**config.mk**
```make
export PLATFORM = sky130hd
export DESIGN_NAME = layer_tile_scheduler
export DESIGN_NICKNAME = d
export VERILOG_FILES = /design/src/rtl/cnn_cfg_pkg.sv /design/src/rtl/req_ack_port.sv /design/src/rtl/layer_tile_scheduler.sv
export SDC_FILE = /design/constraint.sdc
export NUM_CORES = 1
export LEC_CHECK = 0
export BUFFER_PORTS_ARGS = -buffer_cell sky130_fd_sc_hd__buf_4
export CAP_MARGIN = 20
export CORE_AREA = 2 2 178 180
export DETAILED_ROUTE_END_ITERATION = 10
export DIE_AREA = 0 0 180 182
export PLACE_DENSITY = 0.59
export SLEW_MARGIN = 40
export SYNTH_ARGS = -nofsm -noshare
export SYNTH_HDL_FRONTEND = slang
export SYNTH_HIERARCHICAL = 1
export SYNTH_SLANG_ARGS = --single-unit
```
**constraint.sdc**
```tcl
create_clock -name clk -period 6.1 [get_ports clk]
set_input_delay 0.61 -clock clk [delete_from_list [all_inputs] [get_ports clk]]
set_output_delay 0.61 -clock clk [all_outputs]
set_load 0.01 [all_outputs]
```
**src/rtl/cnn_cfg_pkg.sv**
```systemverilog
// Shared CNN layer configuration types, field widths and scheduler states.
package cnn_cfg_pkg;

  localparam int unsigned ADDR_W     = 22;
  localparam int unsigned IFM_SIZE_W = 9;
  localparam int unsigned IFM_CH_W   = 11;
  localparam int unsigned KSIZE_W    = 2;
  localparam int unsigned NFILT_W    = 11;

  typedef enum logic [2:0] {
    IDLE,
    LOAD_W,
    LOAD_I,
    COMPUTE,
    WRITE,
    NEXT,
    DONE
  } sched_state_e;

  typedef struct packed {
    logic [IFM_SIZE_W-1:0] ifm_size;
    logic [IFM_CH_W-1:0]   ifm_channel;
    logic [KSIZE_W-1:0]    kernel_size;
    logic [NFILT_W-1:0]    num_filter;
    logic [ADDR_W-1:0]     start_read_addr;
    logic [ADDR_W-1:0]     start_write_addr;
  } layer_cfg_t;

  // Output feature map edge length for a valid (non-degenerate) config.
  function automatic logic [IFM_SIZE_W-1:0] calc_ofm_size(
    input logic [IFM_SIZE_W-1:0] ifm,
    input logic [KSIZE_W-1:0]    k
  );
    return ifm - IFM_SIZE_W'(k) + IFM_SIZE_W'(1);
  endfunction

  // True when the layer has no work: no filters or kernel larger than the IFM.
  function automatic logic cfg_degenerate(input layer_cfg_t c);
    return (c.num_filter == '0) || (c.ifm_size < IFM_SIZE_W'(c.kernel_size));
  endfunction

endpackage

```
**src/rtl/req_ack_port.sv**
```systemverilog
// Request holding register: req rises on set and stays up until acknowledged.
module req_ack_port (
  input  logic clk,
  input  logic rst_n,
  input  logic set,
  input  logic ack,
  output logic req,
  output logic xfer
);

  logic req_q, req_d;

  // Raise on set, drop after the edge where req and ack are both high.
  always_comb begin
    req_d = req_q;
    if (set) begin
      req_d = 1'b1;
    end else if (req_q && ack) begin
      req_d = 1'b0;
    end
  end

  // Request register.
  always_ff @(posedge clk or negedge rst_n) begin
    if (!rst_n) begin
      req_q <= 1'b0;
    end else begin
      req_q <= req_d;
    end
  end

  assign req  = req_q;
  assign xfer = req_q & ack;

endmodule

```
**src/rtl/layer_tile_scheduler.sv**
```systemverilog
// Walks filter groups and output rows of one conv layer, driving the
// weight/IFM/array/writeback handshakes with incrementally built addresses.
module layer_tile_scheduler
  import cnn_cfg_pkg::*;
#(
  parameter int unsigned SYS_ROWS = 16,
  parameter int unsigned ADDR_W   = 22
) (
  input  logic              clk,
  input  logic              rst_n,
  input  logic              start_layer,
  input  logic [8:0]        ifm_size,
  input  logic [10:0]       ifm_channel,
  input  logic [1:0]        kernel_size,
  input  logic [10:0]       num_filter,
  input  logic [ADDR_W-1:0] start_read_addr,
  input  logic [ADDR_W-1:0] start_write_addr,
  output logic              wgt_req,
  input  logic              wgt_ack,
  output logic              ifm_req,
  input  logic              ifm_ack,
  output logic              comp_start,
  input  logic              comp_done,
  output logic              wb_req,
  input  logic              wb_ack,
  output logic [6:0]        grp_idx,
  output logic [4:0]        grp_filt,
  output logic [ADDR_W-1:0] ifm_addr,
  output logic [ADDR_W-1:0] wb_addr,
  output logic              busy,
  output logic              done_layer
);

  localparam int unsigned GRP_SHIFT = $clog2(SYS_ROWS);

  sched_state_e      state_q, state_d;
  layer_cfg_t        cfg_q, cfg_d, cfg_in;
  logic [6:0]        grp_q, grp_d;
  logic [8:0]        row_q, row_d;
  logic [ADDR_W-1:0] ifm_addr_q, ifm_addr_d;
  logic [ADDR_W-1:0] wb_addr_q, wb_addr_d;
  logic [ADDR_W-1:0] grp_base_q, grp_base_d;
  logic [ADDR_W-1:0] mcand_q, mcand_d;
  logic [ADDR_W-1:0] prod_q, prod_d;
  logic [8:0]        mplier_q, mplier_d;
  logic              comp_start_q, comp_start_d;
  logic              done_q, done_d;

  logic [8:0]        ofm_size, in_ofm;
  logic [10:0]       nf_m1;
  logic [6:0]        last_grp;
  logic [4:0]        last_filt;
  logic              wgt_set, ifm_set, wb_set;
  logic              wgt_xfer, ifm_xfer, wb_xfer;

  assign cfg_in = '{ifm_size:         ifm_size,
                    ifm_channel:      ifm_channel,
                    kernel_size:      kernel_size,
                    num_filter:       num_filter,
                    start_read_addr:  start_read_addr,
                    start_write_addr: start_write_addr};

  assign in_ofm    = calc_ofm_size(ifm_size, kernel_size);
  assign ofm_size  = calc_ofm_size(cfg_q.ifm_size, cfg_q.kernel_size);
  assign nf_m1     = cfg_q.num_filter - 11'd1;
  assign last_grp  = 7'(nf_m1 >> GRP_SHIFT);
  assign last_filt = 5'(nf_m1 & 11'(SYS_ROWS - 1)) + 5'd1;

  // Next-state, counters, address accumulators and the group-stride product.
  always_comb begin
    state_d      = state_q;
    cfg_d        = cfg_q;
    grp_d        = grp_q;
    row_d        = row_q;
    ifm_addr_d   = ifm_addr_q;
    wb_addr_d    = wb_addr_q;
    grp_base_d   = grp_base_q;
    mcand_d      = mcand_q;
    prod_d       = prod_q;
    mplier_d     = mplier_q;
    comp_start_d = 1'b0;
    done_d       = (state_q == DONE);

    // Shift-add SYS_ROWS*ofm^2, one multiplier bit per cycle from LOAD_W of
    // group 0. It needs bitlength(ofm) cycles, always fewer than group 0 lasts.
    if (mplier_q != '0) begin
      if (mplier_q[0]) begin
        prod_d = prod_q + mcand_q;
      end
      mcand_d  = mcand_q << 1;
      mplier_d = mplier_q >> 1;
    end

    unique case (state_q)
      IDLE: begin
        if (start_layer) begin
          cfg_d      = cfg_in;
          grp_d      = '0;
          row_d      = '0;
          ifm_addr_d = start_read_addr;
          wb_addr_d  = start_write_addr;
          grp_base_d = start_write_addr;
          prod_d     = '0;
          mcand_d    = ADDR_W'(in_ofm) << GRP_SHIFT;
          if (cfg_degenerate(cfg_in)) begin
            mplier_d = '0;
            state_d  = DONE;
          end else begin
            mplier_d = in_ofm;
            state_d  = LOAD_W;
          end
        end
      end
      LOAD_W:  if (wgt_xfer)  state_d = LOAD_I;
      LOAD_I: begin
        if (ifm_xfer) begin
          comp_start_d = 1'b1;
          state_d      = COMPUTE;
        end
      end
      COMPUTE: if (comp_done) state_d = WRITE;
      WRITE:   if (wb_xfer)   state_d = NEXT;
      NEXT: begin
        if (row_q < ofm_size - 9'd1) begin
          row_d      = row_q + 9'd1;
          ifm_addr_d = ifm_addr_q + ADDR_W'(cfg_q.ifm_size);
          wb_addr_d  = wb_addr_q + ADDR_W'(ofm_size);
          state_d    = LOAD_I;
        end else if (grp_q < last_grp) begin
          row_d      = '0;
          grp_d      = grp_q + 7'd1;
          ifm_addr_d = cfg_q.start_read_addr;
          grp_base_d = grp_base_q + prod_q;
          wb_addr_d  = grp_base_q + prod_q;
          state_d    = LOAD_W;
        end else begin
          state_d = DONE;
        end
      end
      DONE:    state_d = IDLE;
      default: state_d = IDLE;
    endcase
  end

  // State, configuration and counter registers.
  always_ff @(posedge clk or negedge rst_n) begin
    if (!rst_n) begin
      state_q      <= IDLE;
      cfg_q        <= '0;
      grp_q        <= '0;
      row_q        <= '0;
      ifm_addr_q   <= '0;
      wb_addr_q    <= '0;
      grp_base_q   <= '0;
      mcand_q      <= '0;
      prod_q       <= '0;
      mplier_q     <= '0;
      comp_start_q <= 1'b0;
      done_q       <= 1'b0;
    end else begin
      state_q      <= state_d;
      cfg_q        <= cfg_d;
      grp_q        <= grp_d;
      row_q        <= row_d;
      ifm_addr_q   <= ifm_addr_d;
      wb_addr_q    <= wb_addr_d;
      grp_base_q   <= grp_base_d;
      mcand_q      <= mcand_d;
      prod_q       <= prod_d;
      mplier_q     <= mplier_d;
      comp_start_q <= comp_start_d;
      done_q       <= done_d;
    end
  end

  assign wgt_set = (state_d == LOAD_W) && (state_q != LOAD_W);
  assign ifm_set = (state_d == LOAD_I) && (state_q != LOAD_I);
  assign wb_set  = (state_d == WRITE)  && (state_q != WRITE);

  req_ack_port u_wgt_port (
    .clk  (clk),
    .rst_n(rst_n),
    .set  (wgt_set),
    .ack  (wgt_ack),
    .req  (wgt_req),
    .xfer (wgt_xfer)
  );

  req_ack_port u_ifm_port (
    .clk  (clk),
    .rst_n(rst_n),
    .set  (ifm_set),
    .ack  (ifm_ack),
    .req  (ifm_req),
    .xfer (ifm_xfer)
  );

  req_ack_port u_wb_port (
    .clk  (clk),
    .rst_n(rst_n),
    .set  (wb_set),
    .ack  (wb_ack),
    .req  (wb_req),
    .xfer (wb_xfer)
  );

  assign comp_start = comp_start_q;
  assign done_layer = done_q;
  assign busy       = (state_q != IDLE) || done_q;
  assign grp_idx    = grp_q;
  assign ifm_addr   = ifm_addr_q;
  assign wb_addr    = wb_addr_q;
  assign grp_filt   = (state_q inside {LOAD_W, LOAD_I, COMPUTE, WRITE, NEXT})
                    ? ((grp_q == last_grp) ? last_filt : 5'(SYS_ROWS))
                    : '0;

endmodule

```
Yosys cells after proc, flatten, opt, wreduce, memory -nomap -nowiden
Cells that the tools add are included.
Widths: inputs -> output; s select.
- register bits: 187
- logic and storage cells: 122
- output and inout port bits: 62
- input port bits: 84
- equality and inequality tests: 17
- reduce and logical (&&, ||, !) cells: 20
- bitwise logic cells: 3
- muxes and demuxes: 48
- $lt $le $gt $ge: 3
- add/subtract/negate cells: 13
- operator list (operator ; count):
    $mux 22 ; 14
    $pmux 22 s2 ; 3
    $mux 9 ; 7
    $add 22x22->22 ; 2
    $add 22x9->22 ; 2
    $add 9x1->9 const B ; 3
    $mux 3 ; 8
    $mux 7 ; 3
    $pmux 3 s6 ; 1
    $pmux 9 s2 ; 1
    $sub 9x2->9 ; 2
    $pmux 7 s2 ; 1
    $eq 3x3->1 const B ; 4
    $logic_not 11->1 ; 1
    $sub 11x1->11 const B ; 1
    $mux 5 ; 2
    $eq 3x2->1 const B ; 3
    $lt 9x2->1 ; 1
    $lt 9x9->1 ; 1
    $reduce_bool 9->1 ; 1
    $sub 9x1->9 const B ; 1
    $mux 1 ; 8
    $reduce_bool 2->1 ; 4
    $add 7x1->7 const B ; 1
    other kinds (17) ; 29

Logic depth before layout (Yosys ltp)
Gate-level depths: netlist of run 1.
- depth in word-level cells: 9
- depth in mapped cells: 24
- depth with buffers taken out: 23

Modules after synthesis
Netlist of run 1, hierarchy kept.
- by module, submodules not included (module ; cells an instance ; area an instance (um^2) ; instances ; sequential area each (um^2)):
    layer_tile_scheduler ; 1535 ; 12941.2 ; 1 ; 4604.4
    req_ack_port ; 4 ; 43.8 ; 3 ; 25.0

Worst setup path after synthesis of run 1
No wires, ideal clock.
- path type: reg2reg
- start point: reg cfg_q[69] in the netlist's numbering
- end point: reg ifm_addr_q[6], in the netlist ifm_addr[6]
- cell stages (with the launch flop): 22
- setup time: 121 ps
- path buffers: 2
- data required time: 5979 ps
- arrival: 4131 ps
- setup slack: 1848 ps
- period minus slack after synthesis: 4252 ps
- cell sequence: dfrtp_1 > inv_1 > ha_1 > inv_1 > ha_1 > a211oi_1 > nor2_1 > o21a_1 > o21ai_0 > nand2b_1 > a21oi_1 > xnor2_1 > xnor2_1 > ha_1 > o21a_1 > nor2_1 > or2_2 > clkbuf_1 > a21oi_1 > clkbuf_1 > nor2_1 > a22o_1
- cells in the longest elaborated chain, start to end: 6
- elaborated cells on any way between the ends: 9
- classes of those cells: add/sub: 4; order compare: 1; eq/ne: 1; mux: 2; reduce/logical: 1
- ends and longest elaborated chain (element ; RTL line ; RTL):
    from (decl) ; layer_tile_scheduler.sv:37 ; layer_cfg_t cfg_q, cfg_d, cfg_in;
    from (signal assigned) ; layer_tile_scheduler.sv:162 ; cfg_q <= cfg_d;
    $sub 9x2->9 ; cnn_cfg_pkg.sv:34 ; return ifm - IFM_SIZE_W'(k) + IFM_SIZE_W'(1);
    $add 9x1->9 ; cnn_cfg_pkg.sv:34 ;
    $sub 9x1->9 ; layer_tile_scheduler.sv:124 ; if (row_q < ofm_size - 9'd1) begin
    $lt 9x9->1 ; layer_tile_scheduler.sv:124 ;
    $ne 3x3->1 (no source line) / $mux 22 (equally long branches) ; n/a ;
    $reduce_and 3->1 (no source line) / $pmux 22 s2 (equally long branches) ; n/a ;
    to (signal assigned) ; layer_tile_scheduler.sv:165 ; ifm_addr_q <= ifm_addr_d;
    to (decl) ; layer_tile_scheduler.sv:40 ; logic [ADDR_W-1:0] ifm_addr_q, ifm_addr_d;
Several ways; a longest one is shown, not always the timed one.
A chain may end at the register's enable or synchronous reset.

Worst setup path after layout of run 1
- start point: reg cfg_q[69] in the netlist's numbering
- end point: reg wb_addr_q[14], in the netlist wb_addr[14]
- cells in the longest elaborated chain, start to end: 6
- elaborated cells on any way between the ends: 9
- classes of those cells: add/sub: 4; order compare: 1; eq/ne: 1; mux: 2; reduce/logical: 1
- ends and longest elaborated chain (element ; RTL line ; RTL):
    $sub 9x2->9 * ; cnn_cfg_pkg.sv:34 ;
    $add 9x1->9 * ; cnn_cfg_pkg.sv:34 ;
    $sub 9x1->9 ; layer_tile_scheduler.sv:124 ;
    $lt 9x9->1 ; layer_tile_scheduler.sv:124 ;
    $ne 3x3->1 (no source line) / $mux 22 (equally long branches) ; n/a ;
    $reduce_and 3->1 (no source line) / $pmux 22 s2 (equally long branches) ; n/a ;
    to (signal assigned) ; layer_tile_scheduler.sv:166 ; wb_addr_q <= wb_addr_d;
    to (decl) ; layer_tile_scheduler.sv:41 ; logic [ADDR_W-1:0] wb_addr_q, wb_addr_d;
Every way passes the cells marked *; elsewhere a longest branch is shown, timed or not.

==> results of run 1 <==
[metal layers]
| metal | share of wire [%] | up-vias | global-route usage [%] |
|---|---|---|---|
| li1 | - | 5756 | - |
| met1 | 45 | 5630 | 31.23 |
| met2 | 47 | 346 | 39.22 |
| met3 | 5.7 | 53 | 4.673 |
| met4 | 2.2 | 0 | 7.057 |
| met5 | 0 | - | 0 |
[cells in the final DEF (no fill, tap or decap), types with 7 or more instances in the layout]
cell type / instances
ha_1: 101
a21o_1: 26
nor2_1: 140
dfrtp_1: 187
xnor2_1: 46
nand3_1: 37
o21ai_0: 133
nor2b_1: 12
mux2i_1: 41
nor3_1: 33
nand4_1: 7
o211ai_1: 21
a21oi_1: 94
and3_1: 20
o21a_1: 19
a31oi_1: 30
nor4_1: 10
xor2_1: 33
buf_4: 152
clkbuf_16: 17
a211oi_1: 22
a22o_1: 8
inv_1: 59
nand2b_1: 12
or3_1: 9
nand2_1: 240
[cells by family (layout without fill, tap and decap cells)]
logic type	count (synthesis)	in the layout
flip-flops	187	187
multiplexers	45	45
adder cells (fa/ha/maj)	107	107
buffers and inverters	125	247
XOR/XNOR	79	79
AND/OR/NAND/NOR	572	572
AO/OA/AOI/OAI	432	432
[where the power goes]
| group | internal (W) | switching, W |
|---|---|---|
| clock | 0.000636 | 0.000565 |
| combinational | 0.00235 | 0.00333 |
| sequential | 0.00175 | 0.000530 |
| total | 0.00473 | 0.00442 |
[registers in the layout (all words and copies together), names as in the netlist, 9 cells and up]
name	count
prod_q	22
cfg_q	44
mcand_q	22
mplier_q	9
ifm_addr	22
grp_base_q	22
wb_addr	22
row_q	9
[worst max-delay path, delay by kind of cell, from the launching register on]
family | cells | cell delay [ns]
AOI/OAI and AO/OA | 9 | 2.31
xor gates and xnor gates | 2 | 0.44
buffers and inverters | 3 | 0.45
adders and majority gates | 3 | 0.71
DFF | 1 | 0.38
and+or+nand+nor | 4 | 0.68
[cell type report]
| type | instances | area, sq um |
|---|---|---|
| tap | 402 | 503.0 |
| clock buffer | 18 | 439.2 |
| timing repair buffer | 156 | 1197 |
| multi-input combinational | 1235 | 7940 |
| clock inverter | 14 | 173.9 |
| inverter | 59 | 221.5 |
| sequential | 187 | 4679 |
| fill | 2988 | 15830 |
[path summary, 6_finish.rpt]
check,start,end,slack [ns]
min in group clk,start_read_addr[3],cfg_q[25],0.36
setup / recovery,cfg_q[69],wb_addr[14],1.06
max in group asynchronous,rst_n,cfg_q[48],4.99
hold reg to reg,cfg_q[35],cfg_q[35],0.47
hold / removal,rst_n,wb_addr[12],0.10
setup reg to reg,cfg_q[69],wb_addr[14],1.06
[per-stage QoR]
step	worst slack, ns	utilization, %	hold slack (ns)	area, sq um	total power [W]
floorplan	1.848	-	0.3144	13070	0.006290
global placement	1.266	46.84	0.4532	14510	0.007822
detailed placement	1.205	46.93	0.4546	14540	0.007927
CTS	1.163	48.91	0.1159	15150	0.009174
global route	0.5934	48.91	0.1274	15150	0.009940
finish	1.063	48.91	0.1022	15150	0.009153
==> out/qor.txt, run 1 <==
status = finished, final reports clean
vias in the first global route = 11,460
Post-synth EDFFs = 0
post-synthesis adder-cell area fraction = 10.59%
Routed wire per std cell = 18.59 um
Num Clock Sinks = 187
Setup TNS Final = 0 ns
RSZ-0062 raised after global routing = false
first-pass GRT wire length = 61,740 um
Initial Utilization = 42.19%
ys flop type = dfrtp_1
Final #Nets = 1,847
Max Cap Viol = 0
mux contribution to synthesized area = 3.484%
clk slew on worst S/H paths = 0.08 ns
Worst-Skew Late Latency = 0.45 ns
crit path kind = reg2reg
initial antenna violation count = 0
I/O Buffers = 134
Post-Synth XOR/XNOR Area = 5.293%
root buffer cell = clkbuf_16
synthesized flop and latch total = 187
top-count cell post-synth = nand2_1
fin crit period = 5.037 ns
Slew headroom = 44.76%
Req. time, crit path = 6.48 ns
Min-Delay Path Class = in2async
Max Transition Viols Final = 0
hold violation total from the final report = 0
Placer Congestion = 0.8715
# H-tree levels = 4
height of the die = 182 um
critical path cell sequence = inv_1 > ha_1 > inv_1 > ha_1 > a211oi_1 > nor2_1 > o21a_1 > o21ai_0 > nand2b_1 > a21oi_1 > xnor2_1 > xnor2_1 > ha_1 > nor3_1 > o21ai_0 > a21oi_1 > or2_2 > buf_4 > a211oi_1 > o21ai_0 > o311a_1
Post-Syn Instances = 1,547
Worst VDD drop = 383.4 uV
Synth top cells by count = nand2_1, dfrtp_1, nor2_1
area share of the largest cell type after synthesis = 35.80%
CP max stage cell = a211oi_1
row count = 65
Max Clock Freq = 198.5 MHz
GRT Resource Usage Total = 23.63%
antenna-violating nets left = 0
drt drc = 0
pwr dens = 604.0 nW/um^2
Static Leakage = 7.235 nW
Bufs on Longest Clock Path = 2
Yosys Warn Count = 6
initial drt markers = 824
reg2reg path depth = 21
post-synthesis simple-gate area fraction = 20.13%
crit start category = register
distinct cell type count after synthesis = 79
DR pass1 iterations = 5
Synth Area in Compound Gates = 21.01%
area delta synth->final = 15.93%
post-cts hold buffer count = 0
Core Box Area = 30,990 sq um
Synth area leaders = dfrtp_1, ha_1, nand2_1
Arr. time, crit path = 5.42 ns
post-CTS setup buffers = 0
ys async rst share = 100.0%
Placed Cells = 2,039
Post-Syn Nets = 1,738
Overflow after GRT = 0
Layout Cells excl Fill = 2,071
Setup-failing EPs final = 0
die footprint = 32,760 sq um
routed vias = 11,790
Final Skew = 0.01465 ns
sequential share of the synthesized area = 35.80%
critical path endpoint category = register
Worst-Margin Slew = 0.8286 ns
DR vias/cell = 5.690
TritonCTS buffer count = 17
Final period util = 82.57%
fraction of layout cells with a size suffix above 1 = 13.42%
Mean Syn Cell Area = 8.450 sq um
Detailed Place HPWL = 28,340 um
largest area contributor in the netlist = dfrtp_1
largest net degree at the start of global routing = 70
crit-path max FO = 17
num ports = 146
post-CTS sizing = 0
CTS tree = done
chip width = 180 um
Diodes inserted = 0
Max stage delay on crit path = 0.47 ns
final wirelength = 38,510 um
largest family of logic cells by synthesized area = compound AO/OA/AOI/OAI gates
Mapped Area = 13,070 sq um
Power figures use the tool's default switching activity.
==> run 2, diff against run 1 <==
--- a/config.mk
+++ b/config.mk
@@ -10,7 +10,7 @@
 export CORE_AREA = 2 2 178 180
 export DETAILED_ROUTE_END_ITERATION = 10
 export DIE_AREA = 0 0 180 182
-export PLACE_DENSITY = 0.59
+export PLACE_DENSITY = 0.61
 export SLEW_MARGIN = 40
 export SYNTH_ARGS = -nofsm -noshare
 export SYNTH_HDL_FRONTEND = slang
==> constraint.sdc (replaced) <==
create_clock -name clk -period 4.2 [get_ports clk]
set_input_delay 0.42 -clock clk [delete_from_list [all_inputs] [get_ports clk]]
set_output_delay 0.42 -clock clk [all_outputs]
set_load 0.01 [all_outputs]
==> out/qor.txt, run 2 (synthesis results as in run 1) <==
DR vias/cell = 5.659
height of the die = 182 um
most flop-heavy register = cfg_q
Routed wire per std cell = 18.58 um
Initial Utilization = 42.19%
I/O Buffers = 134
# H-tree levels = 4
largest net degree at the start of global routing = 123
Worst-Skew Late Latency = 0.46 ns
vias in the first global route = 11,810
Bufs on Longest Clock Path = 2
Max stage delay on crit path = 0.41 ns
initial drt markers = 794
initial antenna violation count = 1
crit start category = register
area delta synth->final = 23.04%
antenna-violating nets left = 0
Max Clock Freq = 243.3 MHz
design area = 16,080 sq um
Max Transition Viols Final = 0
drt drc = 0
critical path endpoint category = register
hold violation total from the final report = 0
Arr. time, crit path = 4.44 ns
fraction of layout cells with a size suffix above 1 = 19.43%
DP Area = 15,020 sq um
hold path cells = 3
num ports = 146
routed wl met2 = 18,780 um
row count = 65
pwr dens = 911.3 nW/um^2
fin crit period = 4.110 ns
die footprint = 32,760 sq um
Placer Congestion = 0.9077
chip width = 180 um
reg2reg path depth = 25
crit path kind = reg2reg
commonest non-fill, non-tap cell in the layout = nand2_1
root buffer cell = clkbuf_16
Core Box Area = 30,990 sq um
Final Skew = 0.01595 ns
Overflow after GRT = 0
most frequent cells in the layout = nand2_1, buf_4, dfrtp_1, nor2_1, o21ai_0
Top delay family on crit path = simple AND/OR/NAND/NOR gates
Setup-failing EPs final = 0
wl on met1 = 17,710 um
crit-path max FO = 8
Worst VDD drop = 519.1 uV
CTS tree = done
crit path buf inv count = 7
clk slew on worst S/H paths = 0.08 ns
status = finished, final reports clean
DR pass1 iterations = 5
Req. time, crit path = 4.53 ns
TritonCTS buffer count = 17
GRT Resource Usage Total = 24.00%
Max Cap Viol = 0
Levels on crit path = 25
max reg flops = 44
Met3 Wirelength = 2284 um
routed vias = 12,130
final wirelength = 39,820 um
top layer in use = met4
Min-Delay Path Class = in2reg
Final #Nets = 1,918
RSZ-0062 raised after global routing = true
first-pass GRT wire length = 62,670 um
Slew headroom = 44.42%
CP max stage cell = dfrtp_1
Static Leakage = 7.653 nW
Final period util = 97.86%
Worst-Margin Slew = 0.8337 ns
Detailed Place HPWL = 29,240 um
final core occ = 51.91%
Num Clock Sinks = 187
## run 2: cell types whose count changed in the layout (fill, tap and decap cells not counted), moves of 5 or more
cell     previous run  this run
buf_4             152       208
o21ai_0           133       125
buf_12              1         8
nor2_1            140       133
o21ai_1             1         8
a21oi_1            94        88
nor3_1             33        27
a21oi_2             0         5
ha_1              101        96
nor2_2              0         5
## run 2: tightest hold or removal path, cell delays in order
cell,delay (ns)
buf_4,0.08
nand2_1,0.04
nand2_1,0.04
## run 2: path summary, 6_finish.rpt
path                                from  slack [ns]     endpoint
setup / recovery               cfg_q[56]        0.09  wb_addr[17]
hold / removal             num_filter[7]        0.16    cfg_q[51]
setup reg to reg               cfg_q[56]        0.09  wb_addr[17]
hold reg to reg                cfg_q[25]        0.48    cfg_q[25]
max in group asynchronous          rst_n        2.82    cfg_q[50]
min in group asynchronous          rst_n        0.57  wb_addr[11]
## run 2: power breakdown
group,internal [W],switching (W)
combinational,0.00438,0.00535
sequential,0.00254,0.000755
clock,0.000834,0.000795
total,0.00776,0.00690
## run 2: area by class of cell
type,count,area [sq um]
clock buffers,19,432.9
repair buffers,227,1892
fillers,2904,14900
inverters,59,221.5
diodes,1,2.502
well taps,402,503.0
flip-flops and latches,187,4679
multi-input cells,1235,8217
clock inverters,13,136.4
## run 2: repair_timing
action                     in CTS  in global routing
pin swaps                       1                 31
buffers inserted                1                 15
resized for setup              15                 62
gates cloned                    0                  1
hold endpoints to repair        0                  1
hold buffers                    0                  1
setup endpoints to repair      48                 79
## run 2: metal layers
layer | track usage [%] | up-vias
li1 | - | 5888
met1 | 31.57 | 5812
met2 | 39.60 | 363
met3 | 4.352 | 64
met4 | 8.683 | 0
met5 | 0 | -
## run 2: per-stage QoR
stage	total power [W]	setup slack (ns)	hold WS (ns)	setup TNS, ns	cells
after detailed placement	0.01224	-0.2440	0.4584	-5.408	2092
after global placement	0.01206	-0.2330	0.4516	-3.768	2092
after global routing	0.01584	-0.1074	0.1522	-1.834	2142
final	0.01466	0.08999	0.1594	0	2143
after CTS	0.01405	0.02070	0.006217	0	2125
after floorplan	0.009139	0.03908	0.1244	0	1547
